===== src/rtl/rx_frame_sequencer.sv =====
// Purpose: sequences the UART sampler over one serial frame (start, data LSB-first, parity, stop bits).
// Latency: stop_req_o rises 3*(1+N+P+S) rx_sampler_clk edges after reset release; 3 edges on a false start.
// Backpressure: none; results hold in DONE/ABORT until rx_sampler_reset is asserted again.
//
// Ports:
//   rx_sampler_clk    3x-baud oversampling clock, posedge active
//   rx_sampler_reset  async active-low; held low between frames, released at start-bit detection
//   rx_i              serial line, synchronous to rx_sampler_clk
//   cfg_data_bits     data-bit count minus 5 (5..8 bits)
//   cfg_parity        00/11 none, 01 odd, 10 even
//   cfg_stop2         1 = two stop bits
//   data_o            received data, right-justified, upper bits zero
//   busy_o            frame in progress
//   stop_req_o        frame finished; sampler reset should be re-asserted
//   parity_err_o      parity mismatch (sticky)
//   frame_err_o       a stop bit sampled 0 (sticky)
//   break_o           all data, parity and first stop bit were 0
//   false_start_o     start bit voted 1
`timescale 1ns/1ps
module rx_frame_sequencer #(
   parameter int DATA_MAX = 8
) (
   input  logic                rx_sampler_clk,
   input  logic                rx_sampler_reset,
   input  logic                rx_i,
   input  logic [1:0]          cfg_data_bits,
   input  logic [1:0]          cfg_parity,
   input  logic                cfg_stop2,
   output logic [DATA_MAX-1:0] data_o,
   output logic                busy_o,
   output logic                stop_req_o,
   output logic                parity_err_o,
   output logic                frame_err_o,
   output logic                break_o,
   output logic                false_start_o
);

   localparam logic [2:0] ST_START  = 3'd0;
   localparam logic [2:0] ST_DATA   = 3'd1;
   localparam logic [2:0] ST_PARITY = 3'd2;
   localparam logic [2:0] ST_STOP1  = 3'd3;
   localparam logic [2:0] ST_STOP2  = 3'd4;
   localparam logic [2:0] ST_DONE   = 3'd5;
   localparam logic [2:0] ST_ABORT  = 3'd6;

   logic [2:0]          state;
   logic [1:0]          ph;
   logic [1:0]          samp;
   logic [DATA_MAX-1:0] shreg;
   logic [2:0]          bit_cnt;
   logic                par_acc;
   logic                seen_one;   // any 1 among data/parity bits, for break detection

   logic                vote;
   logic                par_en;
   logic                par_odd;
   logic                last_data;
   logic [3:0]          shift_amt;
   logic [DATA_MAX-1:0] shreg_nxt;

   // Majority of the two stored samples and the live sample taken on the decision edge.
   assign vote      = (samp[1] & samp[0]) | (samp[1] & rx_i) | (samp[0] & rx_i);
   assign par_en    = (cfg_parity == 2'b01) || (cfg_parity == 2'b10);
   assign par_odd   = (cfg_parity == 2'b01);
   assign last_data = (bit_cnt == (3'(cfg_data_bits) + 3'd4));
   // Bits arrive LSB-first into the top of shreg; shift right to right-justify short words.
   assign shift_amt = 4'(DATA_MAX) - (4'd5 + {2'b00, cfg_data_bits});
   assign shreg_nxt = {vote, shreg[DATA_MAX-1:1]};

   assign busy_o     = (state != ST_DONE) && (state != ST_ABORT);
   assign stop_req_o = (state == ST_DONE) || (state == ST_ABORT);

   always_ff @(posedge rx_sampler_clk or negedge rx_sampler_reset) begin
      if (!rx_sampler_reset) begin
         state         <= ST_START;
         ph            <= 2'd0;
         samp          <= 2'b00;
         shreg         <= '0;
         bit_cnt       <= 3'd0;
         par_acc       <= 1'b0;
         seen_one      <= 1'b0;
         data_o        <= '0;
         parity_err_o  <= 1'b0;
         frame_err_o   <= 1'b0;
         break_o       <= 1'b0;
         false_start_o <= 1'b0;
      end else if (busy_o) begin
         // Sampling freezes once terminal so every output holds for the synchronizer.
         samp <= {samp[0], rx_i};
         ph   <= (ph == 2'd2) ? 2'd0 : ph + 2'd1;
         if (ph == 2'd2) begin
            case (state)
               ST_START: begin
                  if (vote) begin
                     false_start_o <= 1'b1;
                     state         <= ST_ABORT;
                  end else begin
                     bit_cnt <= 3'd0;
                     state   <= ST_DATA;
                  end
               end
               ST_DATA: begin
                  shreg    <= shreg_nxt;
                  par_acc  <= par_acc ^ vote;
                  seen_one <= seen_one | vote;
                  bit_cnt  <= bit_cnt + 3'd1;
                  if (last_data) begin
                     data_o <= shreg_nxt >> shift_amt;
                     state  <= par_en ? ST_PARITY : ST_STOP1;
                  end
               end
               ST_PARITY: begin
                  seen_one <= seen_one | vote;
                  if ((par_acc ^ vote) != par_odd)
                     parity_err_o <= 1'b1;
                  state <= ST_STOP1;
               end
               ST_STOP1: begin
                  if (!vote) begin
                     frame_err_o <= 1'b1;
                     break_o     <= ~seen_one;
                     state       <= ST_DONE;
                  end else begin
                     state <= cfg_stop2 ? ST_STOP2 : ST_DONE;
                  end
               end
               ST_STOP2: begin
                  if (!vote)
                     frame_err_o <= 1'b1;
                  state <= ST_DONE;
               end
               ST_DONE, ST_ABORT: ;
               default: state <= ST_ABORT;
            endcase
         end
      end
   end

endmodule


===== config.mk =====
export PLATFORM = sky130hd
export DESIGN_NAME = rx_frame_sequencer
export DESIGN_NICKNAME = d
export VERILOG_FILES = /design/src/rtl/rx_frame_sequencer.sv
export SDC_FILE = /design/constraint.sdc
export NUM_CORES = 1
export LEC_CHECK = 0
export CORE_ASPECT_RATIO = 2
export CORE_MARGIN = 1
export CORE_UTILIZATION = 45
export DETAILED_ROUTE_END_ITERATION = 10
export GPL_TIMING_DRIVEN = 0
export PLACE_DENSITY = 0.7
export SKIP_LAST_GASP = 1
export SLEW_MARGIN = 20
export SYNTH_ARGS = -nofsm -noshare
export SYNTH_HDL_FRONTEND = slang
export SYNTH_SLANG_ARGS = --single-unit

===== constraint.sdc =====
create_clock -name rx_sampler_clk -period 1.6 [get_ports rx_sampler_clk]
set_clock_uncertainty 0.05 [all_clocks]
set_input_delay 0.32 -clock rx_sampler_clk [delete_from_list [all_inputs] [get_ports rx_sampler_clk]]
set_output_delay 0.32 -clock rx_sampler_clk [all_outputs]
set_load 0.05 [all_outputs]

# Yosys cells after proc, flatten, opt, wreduce, memory -nomap -nowiden
# Cells that the tools add are included.
# classes
n_mux,9
n_shift,1
addsub,5
n_reduce_logical,17
n_bitwise,10
n_eq_ne,15
# op_table
operator,count
$reduce_and 4->1,7
$pmux 3 s6,1
$eq 3x3->1 const B,3
$mux 3,3
$shr 8x4->8,1
$eq 3x2->1 const B,2
$ne 3x3->1 const B,2
$pmux 3 s2,1
$reduce_and 3->1,2
$reduce_or 2->1,3
$add 3x2->4 const A,1
$eq 2x2->1 const B,2
$ne 2x2->1 const B,2
$sub 4x4->4 const A,1
$add 2x3->3 const B,1
$add 3x1->3 const B,1
$and 1x1->1,3
$eq 3x1->1 const B,1
$eq 3x3->1,1
$logic_not 3->1,1
$mux 1,3
$not 1->1,3
$or 1x1->1,3
$add 2x1->2 const B,1
other kinds (7),8
# totals
reg_bits,32
out_inout_bits,14
in_bits,8

# Depth between registers and ports, before layout
# depth
ltp_word,6
depth_mapped,6

# Worst setup path before layout
# No wires, ideal clock.
# synth_timing
path_type,register to output
start,register state[1]
end,output port stop_req_o
setup_slack_ps,-402
path_stages_with_launch,5
n_path_buf,1
required_ps,1230
arrival_ps,1632
path_cell_list,dfrtp_1 > buf_2 > xor2_1 > nand2_1 > inv_1
# synth_via
elab_chain_cells,2
word_cells_on_any_way,3
# synth_rtl
item,line_no,text
"start, declared",46,logic [2:0] state;
"start signal, assigned",109,state <= par_en ? ST_PARITY : ST_STOP1;
"start signal, assigned",124,state <= cfg_stop2 ? ST_STOP2 : ST_DONE;
$eq 3x3->1,71,assign stop_req_o = (state == ST_DONE) || (state == ST_ABORT);
$logic_or 1x1->1 (*),71,
"end, declared",31,"output logic stop_req_o,"
# Mark *: on every way between the ends. The rest lies on a longest branch, timed or not.

# Worst setup path in the final report
# Ends and elaborated chain as after synthesis.

==> results summary <==
After detailed routing, the total wire length is 3440 µm. The achievable frequency came out at 591 MHz. The overall routing resource usage came out at 0.206. The final reports fail on design-rule violations, negative setup slack. The CTS sink count came out at 31. The via total after detailed routing is 1234. The tree is rooted in a sky130_fd_sc_hd__clkbuf_8.

The required time at the endpoint of the critical path is 1230 ps. The global routing met2 resource utilization is 0.394. The row count came out at 30. Averaged over all synthesized cells, the footprint is 11.7 µm².

The horizontal die dimension is 44.3 µm. The area share of the largest cell type after synthesis came out at 0.482. Entering global routing, the biggest net connects 32 pins.

The critical path data arrival time came out at 1320 ps. Tracing the worst setup path back leads to its startpoint at state[1]. The number of global-route vias before repair came out at 1367.

STA classifies the critical path startpoint as a register. The number of buffers created by CTS came out at 5. The CTS tree is built. The Yosys step of the flow raised 0 warnings. After global routing the overflow that remains totals 0.

After synthesis, the largest family of logic cells by area is multiplexers. The die covers 0.00383 mm². For this configuration, the core starts out at a cell density of 0.471. The flow ran to the end, but the final reports show violations. The post-synth net total is 148. The actual slew at the worst max-slew pin is 685 ps. The number of search-and-repair iterations in the first detailed-routing pass is 9. The synthesized design contains 31 register bits. The final standard cell utilization of the core is 0.635. The number of different library cells in the post-synthesis netlist is 41.

The fraction of the yosys area taken by sequential cells is 0.482. Setup violations remaining at the end of the flow were counted as 9. The busiest metal layer after global routing is met2. The type of element capturing the critical path is a primary output. Of all nets on the critical path, the largest fanout is 4.

By instance count, the leading cell after synthesis is sky130_fd_sc_hd__dfrtp_1. The deepest level of the CTS H-tree is 2. The weighted congestion reported at the end of routability-driven placement is 0.845. The class of the most critical setup path is register to primary output. The clock passes through at most 2 buffers. For this run, asynchronously set or reset flops after synthesis account for 1.00. The fill cell instance count of the final layout came out at 275. Of the total synthesized cell area, the portion taken by XOR and XNOR cells is 0.0327. Of the cells placed in the final design, the portion with a size suffix greater than 1 is 0.365. The wire length per cell is 15.0 µm. IR analysis of the VDD net gives a maximum drop of 613 µV. Summed over all nets, the half-perimeter wirelength after detailed placement is 2370 µm. The compound-gate portion of the synthesized area was 0.151. In this run the count of I/O pins placed on the die edge is 22. The biggest area contributor in the post-synthesis netlist is sky130_fd_sc_hd__dfrtp_1.

Setup repair after global routing could not meet its margin everywhere. Ranked by total cell area, the synthesized netlist is headed by sky130_fd_sc_hd__dfrtp_1 48%, sky130_fd_sc_hd__mux2_2 11%, sky130_fd_sc_hd__mux2i_1 3.1%. Dividing total power by cell area gives a power density of 721 mW/mm². The number of maximum-capacitance constraint violations is 0. The final antenna-violating net count is 0. The multi-input combinational cells in the finished layout cover a total of 846 µm². The initial antenna violation count came out at 0. In this run the critical register-to-register path is launched from state[2]. The number of antenna diodes in the final layout is 0.

In the routed layout, each cell is associated on average with a via count of 5.39. The leakage dissipation is 1.07 nW. The final worst hold slack came out at 28.4 ps. The share of synthesized cell area in and, or, nand and nor gates came out at 0.120. From synthesis to final layout, the design area changed by 34.9%. The worst min-delay path class is input pin to asynchronous set/reset pin. For met1 alone, demand over resource in global routing was 0.194.

The part of the cycle the worst path needs came out at 1.06. For this run, the leading register cell type out of synthesis is sky130_fd_sc_hd__dfrtp_1. The final number of hold-violating endpoints is 0. The final max-slew violation count is 0. The net count of the finished layout is 190. The worst slack at placement came out at -583 ps.

The die boundary height came out at 86.5 µm. The relative slew slack is 0.543. The total DRC errors in the routed layout came out at 1. The clock latency on the worst-skew pair is 280 ps. The setup slack of the critical path after layout is -91.7 ps. The clock-pin slew reported for the worst setup and hold paths after clock tree synthesis came out at 60 ps. The number of buffer cells added on primary ports is 19. The commonest cells after synthesis are 31 x sky130_fd_sc_hd__dfrtp_1, 16 x sky130_fd_sc_hd__mux2_2, 10 x sky130_fd_sc_hd__nand2_1, 10 x sky130_fd_sc_hd__o21ai_0. For the finished layout, the period the worst path requires is 1690 ps. The hold buffer count at CTS is 0. The first-pass GRT wire length came out at 5850 µm. The number of synthesized flops with an enable pin is 0. The flip-flop and latch area is 777 µm².

The post-synthesis cell count is 138. The post-synthesis adder-cell area fraction is 0.0226. The area of the mapped netlist is 0.00161 mm². The cell count of the worst reg-to-reg path came out at 5. The proportion of synthesized area in mux cells is 0.157. In this run the standard cell core region covers 0.00342 mm². The met3 usage came out at 0.0417. For this block, the initial DRC count from the detailed router was 24.
critical path: stages, from the launching register on:
cell	delay [ps]
sky130_fd_sc_hd__dfrtp_1	390
sky130_fd_sc_hd__buf_6	140
sky130_fd_sc_hd__xor2_4	190
sky130_fd_sc_hd__nand2_4	100
sky130_fd_sc_hd__clkinvlp_4	80
sky130_fd_sc_hd__buf_6	150
cells in the final DEF, fill, tap and decap left out, types with 5 or more instances in the layout:
cell type and count:
sky130_fd_sc_hd__o21ai_0 8, sky130_fd_sc_hd__mux2i_1 5, sky130_fd_sc_hd__clkbuf_8 7, sky130_fd_sc_hd__nand2_1 9
sky130_fd_sc_hd__dlygate4sd2_1 13, sky130_fd_sc_hd__buf_4 15, sky130_fd_sc_hd__dfrtp_1 30, sky130_fd_sc_hd__buf_6 5
sky130_fd_sc_hd__mux2_2 11, sky130_fd_sc_hd__mux2_4 5
flip-flops by register name (all words and copies together) (netlist names):
name and flops:
state 3, shreg 7, seen_one 1, ph 2, data_o 8, par_acc 1
parity_err_o 1, bit_cnt 3, frame_err_o 1, false_start_o 1, samp 2, break_o 1
area by class of cell:
| cell class | instances | share of cell area |
|---|---|---|
| multi-input cells | 96 | 0.390 |
| flip-flops and latches | 31 | 0.358 |
| repair buffers | 35 | 0.144 |
| clock buffers | 8 | 0.0462 |
| well taps | 48 | 0.0277 |
| plain buffers | 6 | 0.0237 |
| inverters | 5 | 0.0104 |
what timing repair did:
item	CTS	global route
gates resized for setup	33	12
setup buffers	14	2
setup endpoints to repair	27	14
pin swaps	8	7
endpoints found under the hold margin	0	0
stage by stage:
stage | cells | instance area, µm² | power (mW) | setup TNS, ps
after floorplan | 138 | 1640 | 0.848 | 0
after global placement | 205 | 1890 | 0.887 | -15540
after detailed placement | 205 | 1880 | 0.888 | -4010
after CTS | 227 | 2110 | 1.58 | -199
after global routing | 229 | 2170 | 1.62 | -951
final | 229 | 2170 | 1.56 | -404
layer usage:
layer,up-vias,share of wire
met5,-,0
met4,0,0.021
met3,9,0.033
met2,24,0.59
met1,616,0.36
li1,585,-
final timing paths:
| path | to | slack, ps |
|---|---|---|
| max | stop_req_o | -90 |
| min | bit_cnt[2] | 30 |
| max reg2reg | data_o[4] | -50 |
| min reg2reg | break_o | 410 |
| max in group asynchronous | ph[0] | 990 |
| min in group rx_sampler_clk | data_o[7] | 390 |
cell families (layout without fill, tap and decap cells):
logic type,Yosys count,in the layout
xor+xnor,6,6
simple gates,31,31
mux,22,22
fa+ha+maj,3,3
compound gates,34,34
buf+inv,11,54
flops,31,31
power breakdown:
| group | switching (mW) | internal [mW] |
|---|---|---|
| sequential | 0.00261 | 0.786 |
| clock | 0.279 | 0.392 |
| combinational | 0.0575 | 0.0456 |
| total | 0.340 | 1.22 |
Power figures use the tool's default switching activity.
